### src/rtl/ddr3_rd_return_pkg.sv
// Shared widths and helpers for the DDR3 read-return block.
//   DDR_APP_DW : DDR3 application data width (one rd_data beat)
//   PIX_W      : width of one rebuilt pixel word
//   PIX_AW     : pixel address width
//   OUT_W      : width of one result entry {addr, pixel}
//   clog2()    : ceiling log2, usable in constant expressions
package ddr3_rd_return_pkg;

    localparam int DDR_APP_DW = 64;
    localparam int PIX_W      = 48;
    localparam int PIX_AW     = 16;
    localparam int OUT_W      = PIX_AW + PIX_W;

    function automatic int clog2(input int n);
        int r;
        r = 0;
        while ((1 << r) < n) begin
            r = r + 1;
        end
        return r;
    endfunction

endpackage

### src/rtl/ddr3_rd_return_if.sv
// Bus bundle between the read-return block, the DDR3 top and the pixel pipeline.
//   req_*      : pixel read requests from the pipeline (valid/ready)
//   rd_en/addr : read command toward the DDR3 top
//   rd_data_*  : returned app_rd_data beats (cannot be stalled)
//   pix_*      : in-order {addr, pixel} results to the pipeline (valid/ready)
// Modport slave is the read-return block's view, master is the surrounding system's view.
interface ddr3_rd_return_if import ddr3_rd_return_pkg::*; ();

    logic                  req_valid;
    logic [PIX_AW-1:0]     req_addr;
    logic                  req_ready;
    logic                  rd_en;
    logic [PIX_AW-1:0]     rd_addr;
    logic                  rd_data_valid;
    logic                  rd_data_end;
    logic [DDR_APP_DW-1:0] rd_data;
    logic                  pix_valid;
    logic                  pix_ready;
    logic [PIX_W-1:0]      pix_data;
    logic [PIX_AW-1:0]     pix_addr;

    modport slave (
        input  req_valid, req_addr, rd_data_valid, rd_data_end, rd_data, pix_ready,
        output req_ready, rd_en, rd_addr, pix_valid, pix_data, pix_addr
    );

    modport master (
        output req_valid, req_addr, rd_data_valid, rd_data_end, rd_data, pix_ready,
        input  req_ready, rd_en, rd_addr, pix_valid, pix_data, pix_addr
    );

endinterface

### src/rtl/ddr3_rd_return_sync_fifo.sv
// Synchronous first-word-fall-through FIFO.
//   clk, rst_n : clock, synchronous active-low reset (empties the FIFO)
//   wr_en/data : write port; the write lands on the clock edge
//   rd_en      : pop the head entry (ignored when empty)
//   rd_data    : head entry, valid whenever !empty
//   full/empty/count : occupancy status
// DEPTH must be a power of two so the pointers wrap naturally.
module sync_fifo import ddr3_rd_return_pkg::*; #(
    parameter int WIDTH = 16,
    parameter int DEPTH = 16
) (
    input  logic                  clk,
    input  logic                  rst_n,
    input  logic                  wr_en,
    input  logic [WIDTH-1:0]      wr_data,
    input  logic                  rd_en,
    output logic [WIDTH-1:0]      rd_data,
    output logic                  full,
    output logic                  empty,
    output logic [clog2(DEPTH):0] count
);

    localparam int AW = clog2(DEPTH);

    logic [WIDTH-1:0] mem [DEPTH];
    logic [AW-1:0]    wr_ptr_q, wr_ptr_d;
    logic [AW-1:0]    rd_ptr_q, rd_ptr_d;
    logic [AW:0]      count_q, count_d;
    logic             do_wr;
    logic             do_rd;

    assign do_wr = wr_en & ~full;
    assign do_rd = rd_en & ~empty;

    always_comb begin
        wr_ptr_d = wr_ptr_q;
        rd_ptr_d = rd_ptr_q;
        count_d  = count_q;
        if (do_wr) begin
            wr_ptr_d = wr_ptr_q + 1'b1;
        end
        if (do_rd) begin
            rd_ptr_d = rd_ptr_q + 1'b1;
        end
        case ({do_wr, do_rd})
            2'b10:   count_d = count_q + 1'b1;
            2'b01:   count_d = count_q - 1'b1;
            default: count_d = count_q;
        endcase
    end

    always_ff @(posedge clk) begin
        if (!rst_n) begin
            wr_ptr_q <= '0;
            rd_ptr_q <= '0;
            count_q  <= '0;
        end else begin
            wr_ptr_q <= wr_ptr_d;
            rd_ptr_q <= rd_ptr_d;
            count_q  <= count_d;
        end
    end

    // Storage has no reset so it can map onto RAM resources.
    always_ff @(posedge clk) begin
        if (do_wr) begin
            mem[wr_ptr_q] <= wr_data;
        end
    end

    assign rd_data = mem[rd_ptr_q];
    assign full    = (count_q == (AW+1)'(DEPTH));
    assign empty   = (count_q == '0);
    assign count   = count_q;

    // Upstream credit accounting guarantees a write never meets a full FIFO.
    a_no_overflow: assert property (@(posedge clk) disable iff (!rst_n) !(wr_en && full));

endmodule

### src/rtl/ddr3_rd_return.sv
// DDR3 read-return path: issues tagged pixel reads and rebuilds one pixel per burst.
//   clk, rst_n  : controller user clock, synchronous active-low reset
//   calib_done  : DDR3 calibration complete; gates new requests only
//   bus         : request / read-command / read-data / result bundle (slave view)
//   in_flight   : requests issued whose burst has not completed yet
//   err_unexp   : sticky, a beat arrived with no outstanding request
//   err_burst   : sticky, rd_data_end disagreed with the beat count
// Read data cannot be stalled, so a request is only accepted while the sum of in-flight
// bursts and buffered results leaves room for its result in the output FIFO.
module ddr3_rd_return import ddr3_rd_return_pkg::*; #(
    parameter int DEPTH    = 16,
    parameter int BEATS    = 2,
    parameter int WORD_SEL = 0
) (
    input  logic                  clk,
    input  logic                  rst_n,
    input  logic                  calib_done,
    ddr3_rd_return_if.slave       bus,
    output logic [clog2(DEPTH):0] in_flight,
    output logic                  err_unexp,
    output logic                  err_burst
);

    localparam int CW = clog2(DEPTH) + 1;
    localparam int BW = (BEATS > 1) ? clog2(BEATS) : 1;
    localparam logic [BW-1:0] LAST_BEAT = BW'(BEATS - 1);
    localparam logic [BW-1:0] SEL_BEAT  = BW'(WORD_SEL);

    // Tag FIFO: addresses of requests awaiting their burst.
    logic              tag_push;
    logic              tag_pop;
    logic [PIX_AW-1:0] tag_addr;
    logic              tag_empty;
    logic              unused_tag_full;
    logic [CW-1:0]     tag_count;

    // Output FIFO: completed {addr, pixel} results in request order.
    logic              out_push;
    logic              out_pop;
    logic [OUT_W-1:0]  out_wdata;
    logic [OUT_W-1:0]  out_rdata;
    logic              out_empty;
    logic              unused_out_full;
    logic [CW-1:0]     out_count;

    logic [BW-1:0]     beat_cnt_q, beat_cnt_d;
    logic [PIX_W-1:0]  cap_q, cap_d;
    logic              err_unexp_q, err_unexp_d;
    logic              err_burst_q, err_burst_d;

    logic [CW:0]       used;
    logic              req_ready_w;
    logic              beat_hit;
    logic [PIX_W-1:0]  pixel;
    logic              unused_rd_hi;

    assign unused_rd_hi = ^bus.rd_data[DDR_APP_DW-1:PIX_W];

    // Credits: every in-flight burst already owns a slot in the output FIFO.
    assign used        = {1'b0, tag_count} + {1'b0, out_count};
    assign req_ready_w = rst_n & calib_done & (used < (CW+1)'(DEPTH));
    assign tag_push    = bus.req_valid & req_ready_w;

    assign bus.req_ready = req_ready_w;
    assign bus.rd_en     = tag_push;
    assign bus.rd_addr   = bus.req_addr;

    // A beat is only meaningful when a tag is waiting for it.
    assign beat_hit = bus.rd_data_valid & ~tag_empty;

    always_comb begin
        beat_cnt_d  = beat_cnt_q;
        cap_d       = cap_q;
        err_unexp_d = err_unexp_q;
        err_burst_d = err_burst_q;
        tag_pop     = 1'b0;
        out_push    = 1'b0;
        pixel       = cap_q;

        if (bus.rd_data_valid && tag_empty) begin
            err_unexp_d = 1'b1;
        end

        if (beat_hit) begin
            // The selected beat bypasses the capture register so WORD_SEL may be the last beat.
            if (beat_cnt_q == SEL_BEAT) begin
                cap_d = bus.rd_data[PIX_W-1:0];
                pixel = bus.rd_data[PIX_W-1:0];
            end
            if (beat_cnt_q == LAST_BEAT) begin
                out_push   = 1'b1;
                tag_pop    = 1'b1;
                beat_cnt_d = '0;
                if (!bus.rd_data_end) begin
                    err_burst_d = 1'b1;
                end
            end else if (bus.rd_data_end) begin
                // Short burst: its pixel is incomplete, so the tag is discarded.
                err_burst_d = 1'b1;
                tag_pop     = 1'b1;
                beat_cnt_d  = '0;
            end else begin
                beat_cnt_d = beat_cnt_q + 1'b1;
            end
        end
    end

    always_ff @(posedge clk) begin
        if (!rst_n) begin
            beat_cnt_q  <= '0;
            cap_q       <= '0;
            err_unexp_q <= 1'b0;
            err_burst_q <= 1'b0;
        end else begin
            beat_cnt_q  <= beat_cnt_d;
            cap_q       <= cap_d;
            err_unexp_q <= err_unexp_d;
            err_burst_q <= err_burst_d;
        end
    end

    assign out_wdata = {tag_addr, pixel};
    assign out_pop   = ~out_empty & bus.pix_ready;

    sync_fifo #(
        .WIDTH (PIX_AW),
        .DEPTH (DEPTH)
    ) u_tag_fifo (
        .clk     (clk),
        .rst_n   (rst_n),
        .wr_en   (tag_push),
        .wr_data (bus.req_addr),
        .rd_en   (tag_pop),
        .rd_data (tag_addr),
        .full    (unused_tag_full),
        .empty   (tag_empty),
        .count   (tag_count)
    );

    sync_fifo #(
        .WIDTH (OUT_W),
        .DEPTH (DEPTH)
    ) u_out_fifo (
        .clk     (clk),
        .rst_n   (rst_n),
        .wr_en   (out_push),
        .wr_data (out_wdata),
        .rd_en   (out_pop),
        .rd_data (out_rdata),
        .full    (unused_out_full),
        .empty   (out_empty),
        .count   (out_count)
    );

    // Outputs read as zero while nothing is buffered (stale RAM contents never leak out).
    assign bus.pix_valid = ~out_empty;
    assign bus.pix_data  = out_empty ? '0 : out_rdata[PIX_W-1:0];
    assign bus.pix_addr  = out_empty ? '0 : out_rdata[OUT_W-1:PIX_W];

    assign in_flight = tag_count;
    assign err_unexp = err_unexp_q;
    assign err_burst = err_burst_q;

endmodule
### src/flat_wrapper.sv
// flat-port wrapper written by rule: the top's interface ports become plain ports
module ddr3_rd_return_flat import ddr3_rd_return_pkg::*;
#(
    parameter int DEPTH    = 16,
    parameter int BEATS    = 2,
    parameter int WORD_SEL = 0
)
  (clk, rst_n, calib_done, in_flight, err_unexp, err_burst, bus_req_valid, bus_req_addr, bus_rd_data_valid, bus_rd_data_end, bus_rd_data, bus_pix_ready, bus_req_ready, bus_rd_en, bus_rd_addr, bus_pix_valid, bus_pix_data, bus_pix_addr);
  ddr3_rd_return_if bus_i ();
  input  logic clk;
  input  logic rst_n;
  input  logic calib_done;
  output logic [clog2(DEPTH):0] in_flight;
  output logic err_unexp;
  output logic err_burst;
  input wire logic [$bits(bus_i.req_valid)-1:0] bus_req_valid;
  input wire logic [$bits(bus_i.req_addr)-1:0] bus_req_addr;
  input wire logic [$bits(bus_i.rd_data_valid)-1:0] bus_rd_data_valid;
  input wire logic [$bits(bus_i.rd_data_end)-1:0] bus_rd_data_end;
  input wire logic [$bits(bus_i.rd_data)-1:0] bus_rd_data;
  input wire logic [$bits(bus_i.pix_ready)-1:0] bus_pix_ready;
  output wire logic [$bits(bus_i.req_ready)-1:0] bus_req_ready;
  output wire logic [$bits(bus_i.rd_en)-1:0] bus_rd_en;
  output wire logic [$bits(bus_i.rd_addr)-1:0] bus_rd_addr;
  output wire logic [$bits(bus_i.pix_valid)-1:0] bus_pix_valid;
  output wire logic [$bits(bus_i.pix_data)-1:0] bus_pix_data;
  output wire logic [$bits(bus_i.pix_addr)-1:0] bus_pix_addr;
  assign bus_i.req_valid = bus_req_valid;
  assign bus_i.req_addr = bus_req_addr;
  assign bus_i.rd_data_valid = bus_rd_data_valid;
  assign bus_i.rd_data_end = bus_rd_data_end;
  assign bus_i.rd_data = bus_rd_data;
  assign bus_i.pix_ready = bus_pix_ready;
  assign bus_req_ready = bus_i.req_ready;
  assign bus_rd_en = bus_i.rd_en;
  assign bus_rd_addr = bus_i.rd_addr;
  assign bus_pix_valid = bus_i.pix_valid;
  assign bus_pix_data = bus_i.pix_data;
  assign bus_pix_addr = bus_i.pix_addr;
  ddr3_rd_return #(.DEPTH(DEPTH), .BEATS(BEATS), .WORD_SEL(WORD_SEL)) u_core (.clk(clk), .rst_n(rst_n), .calib_done(calib_done), .bus(bus_i), .in_flight(in_flight), .err_unexp(err_unexp), .err_burst(err_burst));
endmodule
### config.mk
export PLATFORM = sky130hd
export DESIGN_NAME = ddr3_rd_return_flat
export DESIGN_NICKNAME = d
export VERILOG_FILES = /design/src/rtl/ddr3_rd_return_pkg.sv /design/src/rtl/ddr3_rd_return_if.sv /design/src/rtl/ddr3_rd_return_sync_fifo.sv /design/src/rtl/ddr3_rd_return.sv /design/src/flat_wrapper.sv
export SDC_FILE = /design/constraint.sdc
export NUM_CORES = 1
export LEC_CHECK = 0
export ABC_AREA = 1
export CAP_MARGIN = 25
export CORE_MARGIN = 2
export CORE_UTILIZATION = 55
export DETAILED_ROUTE_END_ITERATION = 10
export PLACE_DENSITY_LB_ADDON = 0.12
export SLEW_MARGIN = 10
export SYNTH_ARGS = -nofsm -noshare
export SYNTH_HDL_FRONTEND = slang
export SYNTH_SLANG_ARGS = --single-unit
### constraint.sdc
create_clock -name clk -period 4.4 [get_ports clk]
set_input_delay 0.44 -clock clk [delete_from_list [all_inputs] [get_ports clk]]
set_output_delay 0.44 -clock clk [all_outputs]
set_load 0.1 [all_outputs]
==> metrics.log, run 1 <==
[metrics] area growth from synthesis to layout: 14.3%
[metrics] instance count on the critical path: 6
[metrics] # Max-Cap Violations: 0
[metrics] library cell appearing most often on the critical path: buf_12
[metrics] flops & latches, synth: roughly 1400
[metrics] worst slew margin relative to its limit: 0.280
[metrics] top cells by instance count after synthesis: 1280 x edfxtp_1, 1082 x nor2_1, 571 x o21ai_0
[metrics] number of iterations in the first detailed-routing pass: 5
[metrics] post-place setup slack: 1.13 ns
[metrics] final clock period utilization by the worst path: 0.939
[metrics] maximum clock insertion buffer count: 3
[metrics] post-layout minimum cycle time: 4.13 ns
[metrics] class of the most critical setup path: reg -> out
[metrics] number of clock sinks seen by CTS: ~1400
[metrics] DP HPWL: 64700 um
[metrics] via count of the first global-routing pass: 32400
[metrics] wire length of the first global-routing pass: 196000 um
[metrics] Worst Path Buf+Inv: 2
[metrics] NumNets Final: 4509
[metrics] number of inserted diodes: 0
[metrics] CP Cell Sequence: buf_12, o21ai_0, o211ai_1, nand3_1, a21oi_1, buf_12
[metrics] delay of the slowest critical-path stage: 0.71 ns
[metrics] Placed Cells incl. Taps: approximately 5500
[metrics] share of the yosys chip area belonging to registers: 0.738
[metrics] post-DR wirelength/cell: 22.4 um
[metrics] Mapped Area: about 54000 sq um
[metrics] cell count of the worst hold path: 3
[metrics] CTS-repair resized insts: 0
[metrics] die footprint: 101000 sq um
[metrics] Floorplan Core Area: roughly 98000 sq um
[metrics] worst slew pin tran: 1.08 ns
[metrics] cell chosen for the clock root: clkbuf_16
[metrics] outcome: complete, no violations
[metrics] number of buffers created by CTS: 138
[metrics] via total after detailed routing: 33875
[metrics] CP Data Required Time: 3.96 ns
[metrics] prevailing post-synth register cell: edfxtp_1
[metrics] number of antenna violations at the first check in global routing: 1
[metrics] GRT Residual Overflow: 0
[metrics] final instance area: approximately 62000 sq um
[metrics] clock latency reported for the late side of the worst-skew pair: 0.74 ns
[metrics] post-route clock skew: 0.0211 ns
[metrics] syn_area_per_cell: approximately 13 sq um
[metrics] hold buffers post-CTS: 0
[metrics] final-report setup violation count: 0
[metrics] share of post-route cells with drive strength above 1: 0.0973
[metrics] count of different cell masters after synthesis: 29
[metrics] Setup Buffers After CTS: 0
[metrics] number of rows in the core area: roughly 120
[metrics] horizontal die dimension: about 320 um
[metrics] Vert. Die Dim: 319 um
[metrics] endpoints failing hold: 0
[metrics] Buffers on Ports: 160
[metrics] number of top-level pins: ~180
[metrics] Crit-path slowest cell: dfxtp_4
[metrics] H-tree depth: 4
[metrics] Largest delay share family, worst path: compound AO/OA/AOI/OAI gates
[metrics] slack of the critical path: roughly 0.27 ns
[metrics] count of pins over their slew limit: 0
[metrics] non-filler instance count after layout: 5798
[metrics] via-per-instance ratio: 5.84
[metrics] CP Launch Type: flop
[metrics] global placement routability congestion: 0.744
[metrics] unrepaired setup endpoints after global routing: no
[metrics] final setup TNS: 0 ns
[metrics] largest cells by area after synthesis: edfxtp_1 71%, nor2_1 7.5%, o21ai_0 5.3%
[metrics] clock-pin transition on the worst setup and hold timing paths: 0.06 ns
[metrics] antenna-violating nets left: 0
[metrics] area share of the largest cell type after synthesis: 0.706
[metrics] largest net degree at the start of global routing: 162
[metrics] clock tree from TritonCTS: built
[metrics] power per standard cell area: 724 nW/um^2
[metrics] Worst Reg2Reg Path Length in Cells: 8
[metrics] arrival time reported for the critical path endpoint: roughly 3.7 ns
[metrics] post-synth top area cell: edfxtp_1
[metrics] maximum vdd ir drop: between 0.8 and 0.9 mV
[metrics] cell with the most instances after synthesis: edfxtp_1
[metrics] initial detailed-routing violation count: 3816
[metrics] share of flip-flops with an asynchronous set or reset: 0
[metrics] global routing usage summed across all routing layers: 0.256
[metrics] Hold/Removal Path Class: in -> reg
[metrics] f_max: 0.242 GHz
[metrics] Worst Setup End Kind: output pin
[metrics] number of nets in the synthesized netlist: about 4400
[metrics] number of cells produced by synthesis: 4303
[metrics] static leakage: 0.0202 uW
[metrics] critical path peak fanout: 159
[metrics] starting utilization of the core area: 0.554
[metrics] overall routed net length: 130000 um
[metrics] number of enable flip-flop cells after synthesis: 1280
[metrics] final routed DRC violation total: 0
[metrics] placement-stage cell area: 57800 sq um
[metrics] warnings from Yosys: 0
[metrics] post-layout util: 0.633
[worst paths after layout]
kind         slack, ns                                    start                                          to
max reg2reg       1.40  u_core.u_tag_fifo.count[0]$_SDFFE_PN0P_      u_core.u_out_fifo.mem[8][39]$_DFFE_PP_
min reg2reg       0.46            u_core.err_burst$_SDFFE_PN0P_               u_core.err_burst$_SDFFE_PN0P_
max               0.27                                     flop                             bus_pix_addr[5]
min               0.37                            bus_req_valid  u_core.u_tag_fifo.wr_ptr_q[2]$_SDFFE_PN0P_
[cells by family after synthesis]
| kind of cell | after synthesis | synth area share |
|---|---|---|
| xor gates and xnor gates | 10 | 0.00161 |
| DFF | 1365 | 0.738 |
| and+or+nand+nor | 1267 | 0.0906 |
| buffers and inverters | 452 | 0.0373 |
| adders and majority gates | 25 | 0.00602 |
| AOI/OAI and AO/OA | 1184 | 0.127 |
[cell type report]
cell class              count  area (sq um)
clock buffers             195          3840
clock inverters            59           445
fillers                  7247         36100
inverters                 147           574
multi-input cells        2486         12500
flip-flops and latches   1365         40200
well taps                1287          1610
repair buffers            259          3090
[worst reg2reg max path, stage by stage, from the launching register on]
cell and delay, ns:
dfxtp_1 0.39, nor2_1 0.17, nand4_1 0.14, nand2_1 0.17, inv_2 0.09, nand2_8 0.38, buf_4 0.73, nor2_1 0.09
a21oi_2 0.55
[through the flow]
stage	hold slack, ns	total power [uW]
global placement	0.444	33900
detailed placement	0.450	34100
global route	0.385	47100
CTS	0.327	45200
finish	0.365	45000
floorplan	0.446	29100
[flip-flops by register name, indices dropped and copies added (netlist names), named ones only]
| register | cells |
|---|---|
| u_core.u_tag_fifo.count | 5 |
| u_core.u_tag_fifo.mem | 256 |
| u_core.u_out_fifo.wr_ptr_q | 4 |
| u_core.beat_cnt_q | 1 |
| u_core.err_burst | 1 |
| u_core.u_out_fifo.rd_ptr_q | 4 |
| u_core.u_out_fifo.mem | 1024 |
| u_core.u_tag_fifo.wr_ptr_q | 4 |
| u_core.u_out_fifo.count | 5 |
| u_core.cap_q | 48 |
| u_core.err_unexp | 1 |
| u_core.u_tag_fifo.rd_ptr_q | 4 |
[cells in the final DEF, fill, tap and decap left out, types with 7 or more instances in the layout]
cell type,Yosys,final
edfxtp_1,1280,1280
nor2_1,1082,1066
o21ai_0,571,571
o211ai_1,306,306
o21ai_1,153,153
clkbuf_16,0,143
inv_1,141,139
nand3_1,101,101
a21oi_1,99,99
buf_4,26,94
clkdlybuf4s50_1,0,93
dfxtp_1,85,79
buf_12,0,71
nand2_1,57,57
clkbuf_1,169,44
a21oi_2,40,40
clkinv_1,2,24
ha_1,23,23
clkinv_2,0,21
nor3_2,0,16
nor2_4,0,16
o221ai_1,14,14
nand4_1,9,9
inv_6,0,7
xor2_1,7,7
[per-layer routing]
layer,vias up,part of all wire,global-route usage
li1,15827,-,-
met1,16791,0.44,0.368
met2,1053,0.47,0.412
met3,202,0.063,0.0371
met4,2,0.021,0.0726
met5,-,0.00014,0
[power breakdown]
group	total, uW	internal, uW	switching, uW	leakage (uW)
registers	17400	17100	352	0.0123
logic	16500	4170	12300	0.00581
clock network	11100	6390	4710	0.00210
total	45000	27600	17400	0.0202
Note: power is estimated with default switching activity, not from simulation.
==> inputs of run 2 (changes only) <==
--- a/config.mk
+++ b/config.mk
@@ -11,6 +11,7 @@
 export CORE_UTILIZATION = 55
 export DETAILED_ROUTE_END_ITERATION = 10
 export PLACE_DENSITY_LB_ADDON = 0.12
+export RECOVER_POWER = 100
 export SLEW_MARGIN = 10
 export SYNTH_ARGS = -nofsm -noshare
 export SYNTH_HDL_FRONTEND = slang
==> run 2 against run 1 <==
The run now ends with capacitance limit, slew limit left. Clock skew down 0.0024 ns. Sequential share of layout area grew 1.1 points. Design area is 1.8% lower. Routed wire length is 0.16% higher. Clock power about the same. Via count is 0.31% higher. Clock-buffer cell count is the same. Worst setup slack worse by 0.028 ns.
==> metrics.log, run 2 (synthesized netlist as in run 1, its figures left out) <==
[metrics] Hold Crit Endpoint: u_core.u_tag_fifo.wr_ptr_q[2]$_SDFFE_PN0P_ (unchanged)
[metrics] hold buffers post-CTS: 0 (unchanged)
[metrics] die footprint: 101000 sq um (unchanged)
[metrics] number of antenna violations at the first check in global routing: 2 (was 1)
[metrics] H-tree depth: 4 (unchanged)
[metrics] number of clock sinks seen by CTS: 1365 (unchanged)
[metrics] wire length of the first global-routing pass: 196000 um (unchanged)
[metrics] worst slew pin tran: 2.68 ns (was 1.08 ns)
[metrics] unrepaired setup endpoints after global routing: no (unchanged)
[metrics] number of buffers created by CTS: 138 (unchanged)
[metrics] final routed DRC violation total: 0 (unchanged)
[metrics] area growth from synthesis to layout: 12.3% (was 14.3%)
[metrics] Worst Setup End Kind: output pin (unchanged)
[metrics] Hold/Removal Path Class: in -> reg (unchanged)
[metrics] GRT Residual Overflow: 0 (unchanged)
[metrics] commonest cells after routing, fill and taps aside: 1280 x edfxtp_1, 1081 x nor2_1, 579 x o21ai_0 (was 1280 x edfxtp_1, 1066 x nor2_1, 571 x o21ai_0)
[metrics] CP Data Required Time: 3.96 ns (about the same)
[metrics] setup slack of the worst register-to-register path: 0.40 ns (was 1.40 ns)
[metrics] Setup Buffers After CTS: 0 (unchanged)
[metrics] overall routed net length: 130000 um (about the same)
[metrics] largest net degree at the start of global routing: 162 (unchanged)
[metrics] DP HPWL: 64700 um (unchanged)
[metrics] count of pins over their slew limit: 384 (was 0)
[metrics] number of fillers in the final layout: 7446 (was 7247)
[metrics] antenna-violating nets left: 0 (unchanged)
[metrics] power per standard cell area: 722 nW/um^2 (was 724 nW/um^2)
[metrics] starting utilization of the core area: 0.554 (unchanged)
[metrics] number of top-level pins: 177 (unchanged)
[metrics] initial detailed-routing violation count: 3838 (was 3816)
[metrics] # Max-Cap Violations: 13 (was 0)
[metrics] global routing usage summed across all routing layers: 0.256 (unchanged)
[metrics] post-route clock skew: 0.0187 ns (was 0.0211 ns)
[metrics] Min Hold Slack: 0.367 ns (was 0.365 ns)
[metrics] final instance area: 61100 sq um (was 62200 sq um)
[metrics] failing checks: capacitance limit, slew limit
[metrics] f_max: 0.240 GHz (was 0.242 GHz)
[metrics] number of iterations in the first detailed-routing pass: 7 (was 5)
[metrics] arrival time reported for the critical path endpoint: 3.72 ns (was 3.69 ns)
[metrics] post-layout minimum cycle time: 4.16 ns (was 4.13 ns)
[metrics] maximum vdd ir drop: 0.804 mV (was 0.824 mV)
[metrics] maximum clock insertion buffer count: 3 (unchanged)
[metrics] final-report setup violation count: 0 (unchanged)
[metrics] Floorplan Core Area: 98300 sq um (unchanged)
[metrics] most common cell after layout, fill and taps aside: edfxtp_1 (unchanged)
[metrics] terminus of the critical flop-to-flop path: u_core.u_out_fifo.mem[4][48]$_DFFE_PP_ (was u_core.u_out_fifo.mem[8][39]$_DFFE_PP_)
[metrics] clock tree from TritonCTS: built (unchanged)
[metrics] horizontal die dimension: 319 um (unchanged)
[metrics] largest register by flop count: u_core.u_out_fifo.mem (unchanged)
[metrics] outcome: finished, violations left (was complete, no violations)
[metrics] cell count of the worst hold path: 3 (unchanged)
[metrics] cell chosen for the clock root: clkbuf_16 (unchanged)
[metrics] post-DR wirelength/cell: 22.4 um (about the same)
[metrics] global placement routability congestion: 0.744 (unchanged)
[metrics] critical path peak fanout: 86 (was 159)
[metrics] class of the most critical setup path: reg -> out (unchanged)
[metrics] Worst Reg2Reg Path Length in Cells: 7 (was 8)
[metrics] via total after detailed routing: 33979 (was 33875)
[metrics] CP Launch Type: flop (unchanged)
[metrics] number of rows in the core area: 115 (unchanged)
[metrics] NumNets Final: 4509 (unchanged)
[metrics] via count of the first global-routing pass: 32400 (unchanged)
[metrics] Hold Path Origin: bus_req_valid (unchanged)
[metrics] Vert. Die Dim: 319 um (unchanged)
[metrics] via-per-instance ratio: 5.86 (was 5.84)
[metrics] final clock period utilization by the worst path: 0.945 (was 0.939)
[metrics] placement-stage cell area: 57800 sq um (unchanged)
[metrics] static leakage: 0.0199 uW (was 0.0202 uW)
[metrics] flip-flop count of the largest register after layout: 1024 (unchanged)
[metrics] number of inserted diodes: 0 (unchanged)
[metrics] largest registers: u_core.u_out_fifo.mem: 1024 flops, u_core.u_tag_fifo.mem: 256 flops, u_core.cap_q: 48 flops (unchanged)
[metrics] R2R Path Start: u_core.u_tag_fifo.count[1]$_SDFFE_PN0P_ (was u_core.u_tag_fifo.count[0]$_SDFFE_PN0P_)
[metrics] endpoints failing hold: 0 (unchanged)
[metrics] clock latency reported for the late side of the worst-skew pair: 0.74 ns (about the same)
[metrics] Buffers on Ports: 160 (unchanged)
[metrics] share of post-route cells with drive strength above 1: 0.0738 (was 0.0973)
[metrics] worst slew margin relative to its limit: -0.784 (was 0.280)
[metrics] CTS-repair resized insts: 0 (unchanged)
[metrics] clock-pin transition on the worst setup and hold timing paths: 0.06 ns (about the same)
run 2: how the worst max path moves through the flow:
stage                                                  from                                      to  slack [ns]  cells after the start
CTS                                                    flop                         bus_pix_addr[5]        0.32                      8
floorplan           u_core.u_tag_fifo.count[1]$_SDFFE_PN0P_  u_core.u_out_fifo.mem[11][0]$_DFFE_PP_       -0.66                      6
global route                                           flop                         bus_pix_data[4]        0.05                      7
detailed placement                                     flop                         bus_pix_addr[5]        1.13                      8
finish                                                 flop                        bus_pix_data[14]        0.24                      7
global placement                                       flop                         bus_pix_addr[9]        1.08                      8
run 2: layout make-up:
cell class | count | area [sq um] | share of cell area
flip-flops and latches | 1365 | 40200 | 0.657
multi-input cells | 2486 | 12100 | 0.199
clock buffers | 195 | 3840 | 0.0628
repair buffers | 259 | 2320 | 0.0380
well taps | 1287 | 1610 | 0.0264
inverters | 147 | 572 | 0.00936
clock inverters | 59 | 445 | 0.00729
run 2: where the power goes:
part	leakage, uW	switching, uW	internal (uW)	total, uW
Clock	0.00210	4710	6390	11100
Sequential	0.0123	348	17100	17500
Combinational	0.00550	12100	3380	15500
run 2: critical path: stages, from the launching register on:
cell	delay, ns
dfxtp_4	0.44
inv_4	0.81
buf_12	0.37
o21ai_0	0.19
o211ai_1	0.20
nand3_1	0.12
a21oi_1	0.30
clkbuf_2	0.52
run 2: per-stage QoR:
step / util / worst slack, ns / setup TNS [ns] / std cells / power (uW)
2_1_floorplan: - / -0.660 / -421.13 / 4303 / 29100
3_3_place_gp: 0.588 / 1.08 / 0 / 5536 / 33900
3_5_place_dp: 0.588 / 1.13 / 0 / 5536 / 34100
4_1_cts: 0.632 / 0.321 / 0 / 5790 / 45200
5_1_grt: 0.622 / 0.0487 / 0 / 5798 / 46200
6_report: 0.622 / 0.240 / 0 / 5798 / 44100
run 2: layer usage:
metal	GRT usage	share of wire	wire length (um)
met5	0	0.00010	13
met4	0.0726	0.021	2750
met3	0.0371	0.071	9200
met2	0.412	0.47	61400
met1	0.368	0.44	56700
